--- src/rtl/jolt80_alu_pkg.sv ---
// jolt80_alu_pkg: ALU opcode enum, datapath widths and processor-flag bit positions.
package pkg_alu;
    localparam int REG_W = 8;
    localparam int PAIR_W = 2 * REG_W;
    localparam int OP_W = 5;
    typedef enum logic [OP_W-1:0] {
        op_add8 = 5'd0, op_adc8 = 5'd1, op_sub8 = 5'd2, op_sbc8 = 5'd3, op_cmp8 = 5'd4,
        op_and8 = 5'd5, op_orr8 = 5'd6, op_xor8 = 5'd7,
        op_lsl8 = 5'd8, op_lsr8 = 5'd9, op_asr8 = 5'd10, op_rol8 = 5'd11, op_ror8 = 5'd12,
        op_not8 = 5'd13, op_cpy8 = 5'd14,
        op_add16 = 5'd15, op_sub16 = 5'd16, op_addsi16 = 5'd17, op_cpy16 = 5'd18
    } alu_op_e;
endpackage

package pkg_pflags;
    localparam int PFLAG_W = 4;
    localparam int pflag_c = 0;
    localparam int pflag_v = 1;
    localparam int pflag_n = 2;
    localparam int pflag_z = 3;
endpackage

--- src/rtl/jolt80_alu_if.sv ---
// jolt80_alu_if: operand/result bundle between the register file side and the ALU stage.
interface jolt80_alu_if;
    import pkg_alu::*;
    import pkg_pflags::*;
    logic in_valid;
    logic [OP_W-1:0] oper;
    logic [REG_W-1:0] a_in_hi, a_in_lo, b_in_hi, b_in_lo;
    logic [PFLAG_W-1:0] proc_flags_in;
    logic out_valid;
    logic [REG_W-1:0] out_hi, out_lo;
    logic [PFLAG_W-1:0] proc_flags_out;
    modport master(output in_valid, oper, a_in_hi, a_in_lo, b_in_hi, b_in_lo, proc_flags_in,
                   input out_valid, out_hi, out_lo, proc_flags_out);
    modport slave(input in_valid, oper, a_in_hi, a_in_lo, b_in_hi, b_in_lo, proc_flags_in,
                  output out_valid, out_hi, out_lo, proc_flags_out);
endinterface

--- src/rtl/jolt80_alu_addsub.sv ---
// alu_addsub_core: shared 8/16-bit adder; subtraction is a + ~b + cin so carry means "no borrow".
module alu_addsub_core
    import pkg_alu::*;
(
    input  logic [PAIR_W-1:0] a,
    input  logic [PAIR_W-1:0] b,
    input  logic              cin,
    input  logic              sub,
    input  logic              w16,
    output logic [PAIR_W-1:0] res,
    output logic              c,
    output logic              v
);
    logic [PAIR_W-1:0] bx;
    logic [PAIR_W:0] s16;
    logic [REG_W:0] s8;
    assign bx = sub ? ~b : b;
    assign s16 = {1'b0, a} + {1'b0, bx} + {{PAIR_W{1'b0}}, cin};
    assign s8 = {1'b0, a[REG_W-1:0]} + {1'b0, bx[REG_W-1:0]} + {{REG_W{1'b0}}, cin};
    assign res = w16 ? s16[PAIR_W-1:0] : {{REG_W{1'b0}}, s8[REG_W-1:0]};
    assign c = w16 ? s16[PAIR_W] : s8[REG_W];
    assign v = w16 ? (a[PAIR_W-1] == bx[PAIR_W-1]) && (s16[PAIR_W-1] != a[PAIR_W-1])
                   : (a[REG_W-1] == bx[REG_W-1]) && (s8[REG_W-1] != a[REG_W-1]);
endmodule

--- src/rtl/jolt80_alu.sv ---
// jolt80_alu: one-cycle registered ALU stage producing a result pair and updated C/V/N/Z flags.
module jolt80_alu
    import pkg_alu::*;
    import pkg_pflags::*;
(
    input logic clk,
    input logic reset,
    jolt80_alu_if.slave bus
);
    alu_op_e op;
    logic [PAIR_W-1:0] a, b, b_core, as_r, r;
    logic [PFLAG_W-1:0] f_in, f;
    logic [REG_W-1:0] lg, sh;
    logic [2:0] amt;
    logic [PAIR_W-1:0] lsl_t, lsr_t, asr_t, rol_t, ror_t;
    logic as_c, as_v, cin, sub, w16, sh_c;
    assign op = alu_op_e'(bus.oper);
    assign a = {bus.a_in_hi, bus.a_in_lo};
    assign b = {bus.b_in_hi, bus.b_in_lo};
    assign f_in = bus.proc_flags_in;
    assign amt = bus.b_in_lo[2:0];
    assign b_core = (op == op_addsi16) ? {{REG_W{bus.b_in_lo[REG_W-1]}}, bus.b_in_lo} : b;
    assign sub = op == op_sub8 || op == op_sbc8 || op == op_cmp8 || op == op_sub16;
    assign w16 = op == op_add16 || op == op_sub16 || op == op_addsi16;
    assign cin = (op == op_adc8 || op == op_sbc8) ? f_in[pflag_c]
               : (op == op_sub8 || op == op_cmp8 || op == op_sub16);
    alu_addsub_core u_core (
        .a(a), .b(b_core), .cin(cin), .sub(sub), .w16(w16), .res(as_r), .c(as_c), .v(as_v)
    );
    assign lg = op == op_and8 ? bus.a_in_lo & bus.b_in_lo
              : op == op_orr8 ? bus.a_in_lo | bus.b_in_lo
              : op == op_xor8 ? bus.a_in_lo ^ bus.b_in_lo : ~bus.a_in_lo;
    // Shifts run in a double-width window so the last bit out lands at a fixed position.
    assign lsl_t = {{REG_W{1'b0}}, bus.a_in_lo} << amt;
    assign lsr_t = {bus.a_in_lo, {REG_W{1'b0}}} >> amt;
    assign asr_t = $signed({bus.a_in_lo, {REG_W{1'b0}}}) >>> amt;
    assign rol_t = {bus.a_in_lo, bus.a_in_lo} << amt;
    assign ror_t = {bus.a_in_lo, bus.a_in_lo} >> amt;
    assign sh = op == op_lsl8 ? lsl_t[REG_W-1:0] : op == op_lsr8 ? lsr_t[PAIR_W-1:REG_W]
              : op == op_asr8 ? asr_t[PAIR_W-1:REG_W] : op == op_rol8 ? rol_t[PAIR_W-1:REG_W]
              : ror_t[REG_W-1:0];
    assign sh_c = op == op_lsl8 ? lsl_t[REG_W] : op == op_lsr8 ? lsr_t[REG_W-1]
                : op == op_asr8 ? asr_t[REG_W-1] : op == op_rol8 ? rol_t[REG_W]
                : ror_t[REG_W-1];
    always_comb begin
        r = '0;
        f = f_in;
        case (op)
            op_add8, op_adc8, op_sub8, op_sbc8, op_cmp8: begin
                r = (op == op_cmp8) ? {{REG_W{1'b0}}, bus.a_in_lo} : as_r;
                f[pflag_c] = as_c;
                f[pflag_v] = as_v;
                f[pflag_z] = as_r[REG_W-1:0] == '0;
                f[pflag_n] = as_r[REG_W-1];
            end
            op_and8, op_orr8, op_xor8, op_not8: begin
                r = {{REG_W{1'b0}}, lg};
                f[pflag_z] = lg == '0;
                f[pflag_n] = lg[REG_W-1];
            end
            op_lsl8, op_lsr8, op_asr8, op_rol8, op_ror8: begin
                r = {{REG_W{1'b0}}, sh};
                f[pflag_z] = sh == '0;
                f[pflag_n] = sh[REG_W-1];
                f[pflag_c] = (amt != 3'd0) ? sh_c : f_in[pflag_c];
            end
            op_cpy8: r = {{REG_W{1'b0}}, bus.b_in_lo};
            op_add16, op_sub16, op_addsi16: begin
                r = as_r;
                f[pflag_c] = as_c;
                f[pflag_v] = as_v;
                f[pflag_z] = as_r == '0;
                f[pflag_n] = as_r[PAIR_W-1];
            end
            op_cpy16: r = b;
            default: ;
        endcase
    end
    always_ff @(posedge clk) begin
        if (!reset) begin
            bus.out_valid <= 1'b0;
            bus.out_hi <= '0;
            bus.out_lo <= '0;
            bus.proc_flags_out <= '0;
        end else begin
            bus.out_valid <= bus.in_valid;
            if (bus.in_valid) begin
                {bus.out_hi, bus.out_lo} <= r;
                bus.proc_flags_out <= f;
            end
        end
    end
endmodule

--- src/flat_wrapper.sv ---
// flat-port wrapper written by rule: the top's interface ports become plain ports
module jolt80_alu_flat import pkg_alu::*; import pkg_pflags::*;
  (clk, reset, bus_in_valid, bus_oper, bus_a_in_hi, bus_a_in_lo, bus_b_in_hi, bus_b_in_lo, bus_proc_flags_in, bus_out_valid, bus_out_hi, bus_out_lo, bus_proc_flags_out);
  jolt80_alu_if bus_i ();
  input logic clk;
  input logic reset;
  input wire logic [$bits(bus_i.in_valid)-1:0] bus_in_valid;
  input wire logic [$bits(bus_i.oper)-1:0] bus_oper;
  input wire logic [$bits(bus_i.a_in_hi)-1:0] bus_a_in_hi;
  input wire logic [$bits(bus_i.a_in_lo)-1:0] bus_a_in_lo;
  input wire logic [$bits(bus_i.b_in_hi)-1:0] bus_b_in_hi;
  input wire logic [$bits(bus_i.b_in_lo)-1:0] bus_b_in_lo;
  input wire logic [$bits(bus_i.proc_flags_in)-1:0] bus_proc_flags_in;
  output wire logic [$bits(bus_i.out_valid)-1:0] bus_out_valid;
  output wire logic [$bits(bus_i.out_hi)-1:0] bus_out_hi;
  output wire logic [$bits(bus_i.out_lo)-1:0] bus_out_lo;
  output wire logic [$bits(bus_i.proc_flags_out)-1:0] bus_proc_flags_out;
  assign bus_i.in_valid = bus_in_valid;
  assign bus_i.oper = bus_oper;
  assign bus_i.a_in_hi = bus_a_in_hi;
  assign bus_i.a_in_lo = bus_a_in_lo;
  assign bus_i.b_in_hi = bus_b_in_hi;
  assign bus_i.b_in_lo = bus_b_in_lo;
  assign bus_i.proc_flags_in = bus_proc_flags_in;
  assign bus_out_valid = bus_i.out_valid;
  assign bus_out_hi = bus_i.out_hi;
  assign bus_out_lo = bus_i.out_lo;
  assign bus_proc_flags_out = bus_i.proc_flags_out;
  jolt80_alu u_core (.clk(clk), .reset(reset), .bus(bus_i));
endmodule
--- config.mk ---
export PLATFORM = sky130hd
export DESIGN_NAME = jolt80_alu_flat
export DESIGN_NICKNAME = d
export VERILOG_FILES = /design/src/rtl/jolt80_alu_pkg.sv /design/src/rtl/jolt80_alu_if.sv /design/src/rtl/jolt80_alu_addsub.sv /design/src/rtl/jolt80_alu.sv /design/src/flat_wrapper.sv
export SDC_FILE = /design/constraint.sdc
export NUM_CORES = 1
export LEC_CHECK = 0
export CORE_MARGIN = 4
export CORE_UTILIZATION = 61
export CTS_BUF_LIST = sky130_fd_sc_hd__clkbuf_8 sky130_fd_sc_hd__clkbuf_16
export DETAILED_ROUTE_END_ITERATION = 7
export PLACE_DENSITY_LB_ADDON = 0.3
export SYNTH_ARGS = -nofsm -noshare
export SYNTH_HDL_FRONTEND = slang
export SYNTH_SLANG_ARGS = --single-unit
--- constraint.sdc ---
create_clock -name clk -period 6.6 [get_ports clk]
set_input_delay 0.66 -clock clk [delete_from_list [all_inputs] [get_ports clk]]
set_output_delay 0.66 -clock clk [all_outputs]
set_load 0.01 [all_outputs]
==> metrics.md <==
| Metric | Value |
|---|---|
| Remaining DRCs | 0 |
| Largest net degree at the start of global routing | 34 |
| Post-synth ARST share | 0% |
| # fillers | 610 |
| RSZ-0062 raised after global routing | no |
| Cells after Synth | 584 |
| Max_slew headroom | 12.28% |
| Total CTS buffers | 3 |
| Sequential fraction of the synthesis area | 9.548% |
| Fin area | 5015 um2 |
| Run status | finished clean |
| Vert. Die Dim | 92.96 um |
| Final wirelength | 13.99 mm |
| CP arrival | 5.09 ns |
| Total gr overflow | 0 |
| H-tree Lvls | 1 |
| Flop-to-flop setup slack | 5.83 ns |
| Worst-path maximum fanout | 21 |
| Max-slew violations | 0 |
| F_max | 204.6 MHz |
| Pre-CTS setup slack | 1.513 ns |
| Cell taking the most area after synthesis | dfxtp_1 |
| Multi-input gate area | 3637 um2 |
| Flops & latches, synth | 21 |
| Vias per cell | 6.967 |
| Worst EP required | 6.80 ns |
| Post-CTS setup buffers | 0 |
| Tmin final | 4.887 ns |
| Placed instance area | 4969 um2 |
| Initial antenna violation count | 0 |
| Starting density of the core | 63.75% |
| Root buffer cell | clkbuf_8 |
| P&R area growth vs syn | 13.90% |
| # rows | 30 |
| I/O Buffers | 64 |
| Vias in the first global route | 4332 |
| Largest cells by area after synthesis | dfxtp_1, ha_1, mux4_2 |
| R2R cell count | 3 |
| Antenna Nets Post-Route | 0 |
| I/O Pins | 65 |
| Most Crowded Layer GR | met1 |
| Power Density | 123.8 nW/um2 |
| Final WS setup | 1.713 ns |
| Hold Vio Cnt, Final | 0 |
| CTS tree | built |
| Hold Path Stages | 2 |
| Drt first-iter violations | 796 |
| Final setup fails | 0 |
| Iteration count of the initial detailed-routing pass | 6 |
| Fin cells | 704 |
| Die W | 92.96 um |
| Clk sinks | 21 |
| Nets | 687 |
| Post-synth EDFFs | 0 |
| DR WL/cell | 19.88 um |
| Met3 Use GR | 6.093% |
| Crit path kind | in -> reg |
| Synth cell types | 76 |
| Top cells by count, synth | a21oi_1, nand2_1, nor2_1 |
| Ant diodes | 0 |
| Register area | 420.4 um2 |
| Worst Clk Skew | 0 ns |
| Syn_area_per_cell | 7.539 um2 |
| Met1 Usage GRT | 48.86% |
| Dominant synthesized flop cell | dfxtp_1 |
| Ratio of cells with drive above 1 in the final layout | 7.237% |
| Area of the die | 8642 um2 |
| Fin crit share | 74.05% |
| Worst-path clk slew | 0.08 ns |
| Final HPWL DP | 10.82 mm |
| Top-area cell type share of the netlist area | 9.548% |
| Ys Warns | 0 |
| Crit path capture type | flip-flop |
| Peak VDD IR | 0.07914 mV |
| # resized after CTS | 0 |
| Synthesized area | 4403 um2 |
| Max clock buf depth | 2 |
| Overall Global Routing Usage | 32.15% |
| Count leader, synth | a21oi_1 |
| Syn_nets | 662 |
| CTS Hold Buffers Added | 0 |
| Vias | 4905 |
| Global Route met2 Usage | 47.21% |
| First-pass GRT wire length | 22.72 mm |
| Core area | 6907 um2 |
| Critical Path Source Type | input pin |
| Worst-Skew Late Latency | 0.26 ns |
| Setup TNS Final | 0 ns |
| HP Class | reg -> reg |
| Max-Cap Viols | 0 |
| Pleak | 1.963 nW |
| Worst Tran Pin Value | 1.306 ns |
| Cell total after placement | 700 |
| Routability-driven placement congestion ratio | 0.9989 |
registers in the layout, indices dropped and copies added (netlist names):
| register | cells |
|---|---|
| u_core.bus.out_lo | 8 |
| u_core.bus.out_hi | 8 |
| u_core.bus.proc_flags_out | 4 |
| u_core.bus.out_valid | 1 |
per-layer routing:
metal  vias to the layer above  share of wire [%]
met2                       377                 43
li1                       2247                  -
met5                         -                  0
met1                      2257                 42
met3                        24                 14
met4                         0                1.2
power breakdown:
| group | internal, mW | switching, mW | leakage, nW |
|---|---|---|---|
| Clock | 0.0420 | 0.0411 | 0.0255 |
| Sequential | 0.132 | 0.00317 | 0.171 |
| Combinational | 0.170 | 0.232 | 1.77 |
| Total | 0.344 | 0.276 | 1.96 |
cell families (layout without fill, tap and decap cells):
family,count (synthesis),in the layout,share of synthesized area (%)
AND/OR/NAND/NOR,169,169,20.01
AO/OA/AOI/OAI,202,202,31.34
adder cells (fa/ha/maj),34,34,10.00
XOR/XNOR,33,33,6.564
multiplexers,46,46,14.69
flip-flops,21,21,9.548
buffers and inverters,79,103,7.843
metrics by stage:
stage | hold slack, ns | total power [mW] | util, %
after floorplan | 0.4876 | 0.4143 | -
after global placement | 0.4599 | 0.5178 | 71.94
after detailed placement | 0.4725 | 0.5253 | 71.94
after CTS | 0.4817 | 0.6081 | 72.61
after global routing | 0.5019 | 0.6582 | 72.61
final | 0.4793 | 0.6210 | 72.61
cell usage in the layout (no fill, tap or decap), drive strengths merged, types with 4 or more instances in the layout:
master and n:
o211ai 10, nor3 14, a211oi 12, nand3 12
o21ai 38, ha 32, nand2 43, a221o 4
mux2i 23, and3 6, clkinv 5, nor2b 12
o221ai 4, mux4 14, o31ai 8, dfxtp 21
nand2b 9, xor2 14, a21o 10, and2 6
nand3b 4, o22ai 6, clkdlybuf4s50 64, xnor2 19
mux2 9, a31oi 11, o2bb2ai 5, a21boi 4
nor2 38, buf 5, a21oi 45, a22oi 15
a222oi 5, inv 26
worst max-delay path: stages:
cell	delay [ns]
clkdlybuf4s50_1	0.73
nand2b_1	0.37
a21oi_1	0.18
a21oi_1	0.05
nor2_1	0.10
buf_4	0.31
xnor2_1	0.13
fa_1	0.45
inv_1	0.09
fa_1	0.21
nor2b_1	0.07
o22a_1	0.21
a221o_1	0.31
o41a_1	0.44
xnor2_1	0.19
a211oi_1	0.25
o2111ai_1	0.14
a21oi_1	0.17
worst paths after layout:
kind | from | endpoint
worst max-delay path | bus_oper[4] | u_core.bus.proc_flags_out[3]$_SDFFE_PN0P_
worst min register to register | u_core.bus.out_lo[1]$_SDFFE_PN0P_ | u_core.bus.out_lo[1]$_SDFFE_PN0P_
worst min-delay path | u_core.bus.out_lo[1]$_SDFFE_PN0P_ | u_core.bus.out_lo[1]$_SDFFE_PN0P_
worst max register to register | u_core.bus.out_hi[5]$_SDFFE_PN0P_ | u_core.bus.out_hi[5]$_SDFFE_PN0P_
cell type report:
class,instances,area share [%]
multi-input cells,484,72.53
repair buffers,69,13.52
flip-flops and latches,21,8.383
well taps,96,2.395
inverters,30,2.246
clock buffers,3,0.8234
clock inverters,1,0.09980
Power figures use the tool's default switching activity.
==> patch (same flow settings) <==
Set the package constant `PFLAG_W` to 6 (it was 4).
--- a/src/rtl/jolt80_alu_pkg.sv
+++ b/src/rtl/jolt80_alu_pkg.sv
@@ -13,7 +13,7 @@
 endpackage
 
 package pkg_pflags;
-    localparam int PFLAG_W = 4;
+    localparam int PFLAG_W = 6;
     localparam int pflag_c = 0;
     localparam int pflag_v = 1;
     localparam int pflag_n = 2;
Ports: changed (resized bus_proc_flags_in and bus_proc_flags_out); port bits go from 65 to 69. The function was not compared with the original's and may differ.
==> patch against the unedited design <==
Count of clock-buffer cells in the layout is the same; sequential power grew 9%; synthesized cell count grew 4.3%; cell count grew 4.3%; power grew 1.5%; sequential cell count grew 2; first-iteration DRC count shrank 14%; largest power group unchanged; worst hold slack gained 20 ps; wire length grew 8.6%; highest routed layer unchanged; utilization grew 0.60 points; critical path depth shrank 1; setup slack lost 510 ps; final area grew 1.9%; area after synthesis grew 1.8%.
==> patch: results (changes against the unedited design) <==
Post-CTS Setup Repair Bufs=0 (unchanged); 1st-iter DRT viols=688 (-14%); Critical-path top delay cell=clkdlybuf4s50_1; Routed WL per cell=20.7 um (+4.1%); initial antenna violation count=0 (unchanged); Critical Path AT=5610 ps (+520 ps); # fillers=572 (-6.2%); status=finished, final reports clean; Vias=5152 (+5.0%); ant diodes=0 (unchanged); detailed placement HPWL=11300 um (+4.7%); compound-gate portion of the synthesized area=29.8% (-1.5 points); r2r worst-path depth=6 (+3); XOR/XNOR share of the synthesized area=5.86% (-0.70 points); Synth Area in Adders=9.83% (-0.18 points); maximum buffer depth of the clock tree=2 (unchanged); Setup Skew=0 ps (unchanged); gr usage total=33.6% (+1.5 points); clk slew on worst S/H paths=80 ps (about the same); clock latency on the worst-skew pair=260 ps (about the same); CTS Root Cell=clkbuf_8; switching share of power=44.3% (-0.20 points); share of layout cells above drive strength 1=4.86% (-2.4 points); post-cts resize count=0 (unchanged); Largest regs=u_core.bus.out_hi (8), u_core.bus.out_lo (8), u_core.bus.proc_flags_out (6); Top FF cell, synth=dfxtp_1; Synth area leaders=dfxtp_1 10%, ha_1 8.9%, a21oi_1 6.6%; GP Congestion=1.04 (+4.4%); sequential area share after synthesis=10.3% (+0.73 points); Nets=719 (+4.7%); first-pass GRT wire length=23700 um (+4.4%); WL met2=6370 um (+6.6%); Post-synth top cells=59 x a21oi_1, 56 x nand2_1, 48 x nor2_1; Top Metal Used=met4; vias in the first global route=4541 (+4.8%); worst-margin pin slew=1090 ps (-217 ps); total leakage power=1.97 nW (+0.13%); metal3 WL=2030 um (+3.9%); post-route ant nets=0 (unchanged); largest net degree at the start of global routing=38 (+12%); crit-path max cell delay=760 ps (+30 ps); main combinational cell family by area after synthesis=compound AO/OA/AOI/OAI gates; Hold Path Class=flip-flop to flip-flop; Synth Net Count=689 (+4.1%); global route total overflow=0 (unchanged); count of input and output buffers=68 (+6.3%); hold path depth=2 (unchanged); M1 WL=6420 um (+9.0%); asr flop ratio synth=0% (unchanged); Top Family by Delay on Critical Path=simple AND/OR/NAND/NOR gates; post-synth cell types=77 (+1.3%); crit path max fanout=20 (-4.8%); CTS buffer count=3 (unchanged); maximum vdd drop=82.9 uV (+4.7%); mux contribution to synthesized area=12.5% (-2.2 points)
[patch: area by class of cell]
type / count / area share (%)
repair buffers: 75 / 14.3
flip-flops and latches: 23 / 9.01
well taps: 96 / 2.35
clock buffers: 3 / 0.808
clock inverters: 1 / 0.0734
inverters: 33 / 2.42
multi-input cells: 503 / 71.0
[patch: final timing paths]
kind                                 from                      endpoint  slack [ps]
min                  u_core.bus.out_hi[1]          u_core.bus.out_hi[1]         500
max                           bus_oper[4]  u_core.bus.proc_flags_out[3]        1200
max reg2reg  u_core.bus.proc_flags_out[3]  u_core.bus.proc_flags_out[3]        5280
min reg2reg          u_core.bus.out_hi[1]          u_core.bus.out_hi[1]         500
[patch: power by group through the flow]
stage	sequential, mW	clock, mW	combinational (mW)
detailed placement	0.151	0	0.382
global placement	0.151	0	0.370
CTS	0.148	0.0828	0.384
floorplan	0.153	0	0.266
global route	0.148	0.0897	0.426
finish	0.148	0.0831	0.399
[patch: metrics by stage]
step / setup WS (ps) / std cells / instance area [um2] / power (mW) / hold WS (ps)
3_3_place_gp: 1310 / 730 / 5070 / 0.521 / 442
6_report: 1200 / 734 / 5110 / 0.630 / 500
2_1_floorplan: 1810 / 609 / 4480 / 0.419 / 483
4_1_cts: 1290 / 734 / 5110 / 0.615 / 506
5_1_grt: 878 / 734 / 5110 / 0.664 / 544
3_5_place_dp: 1050 / 730 / 5070 / 0.533 / 469
[patch: cell families after synthesis]
logic type | Yosys count
AOI/OAI and AO/OA | 198
adders and majority gates | 34
muxes | 40
DFF | 23
xor gates and xnor gates | 30
and+or+nand+nor | 201
buffers and inverters | 83
[patch: routing by layer]
metal,global-route usage [%],up-vias
met2,49.4,397
met5,0,-
met4,8.18,0
met3,7.21,59
met1,49.7,2377
li1,-,2319
[patch: worst register-to-register path, delay by kind of cell (launching register included)]
family | cells | cell delay, ps
AOI/OAI and AO/OA | 4 | 610
DFF | 1 | 330
and+or+nand+nor | 1 | 220
buffers and inverters | 1 | 70
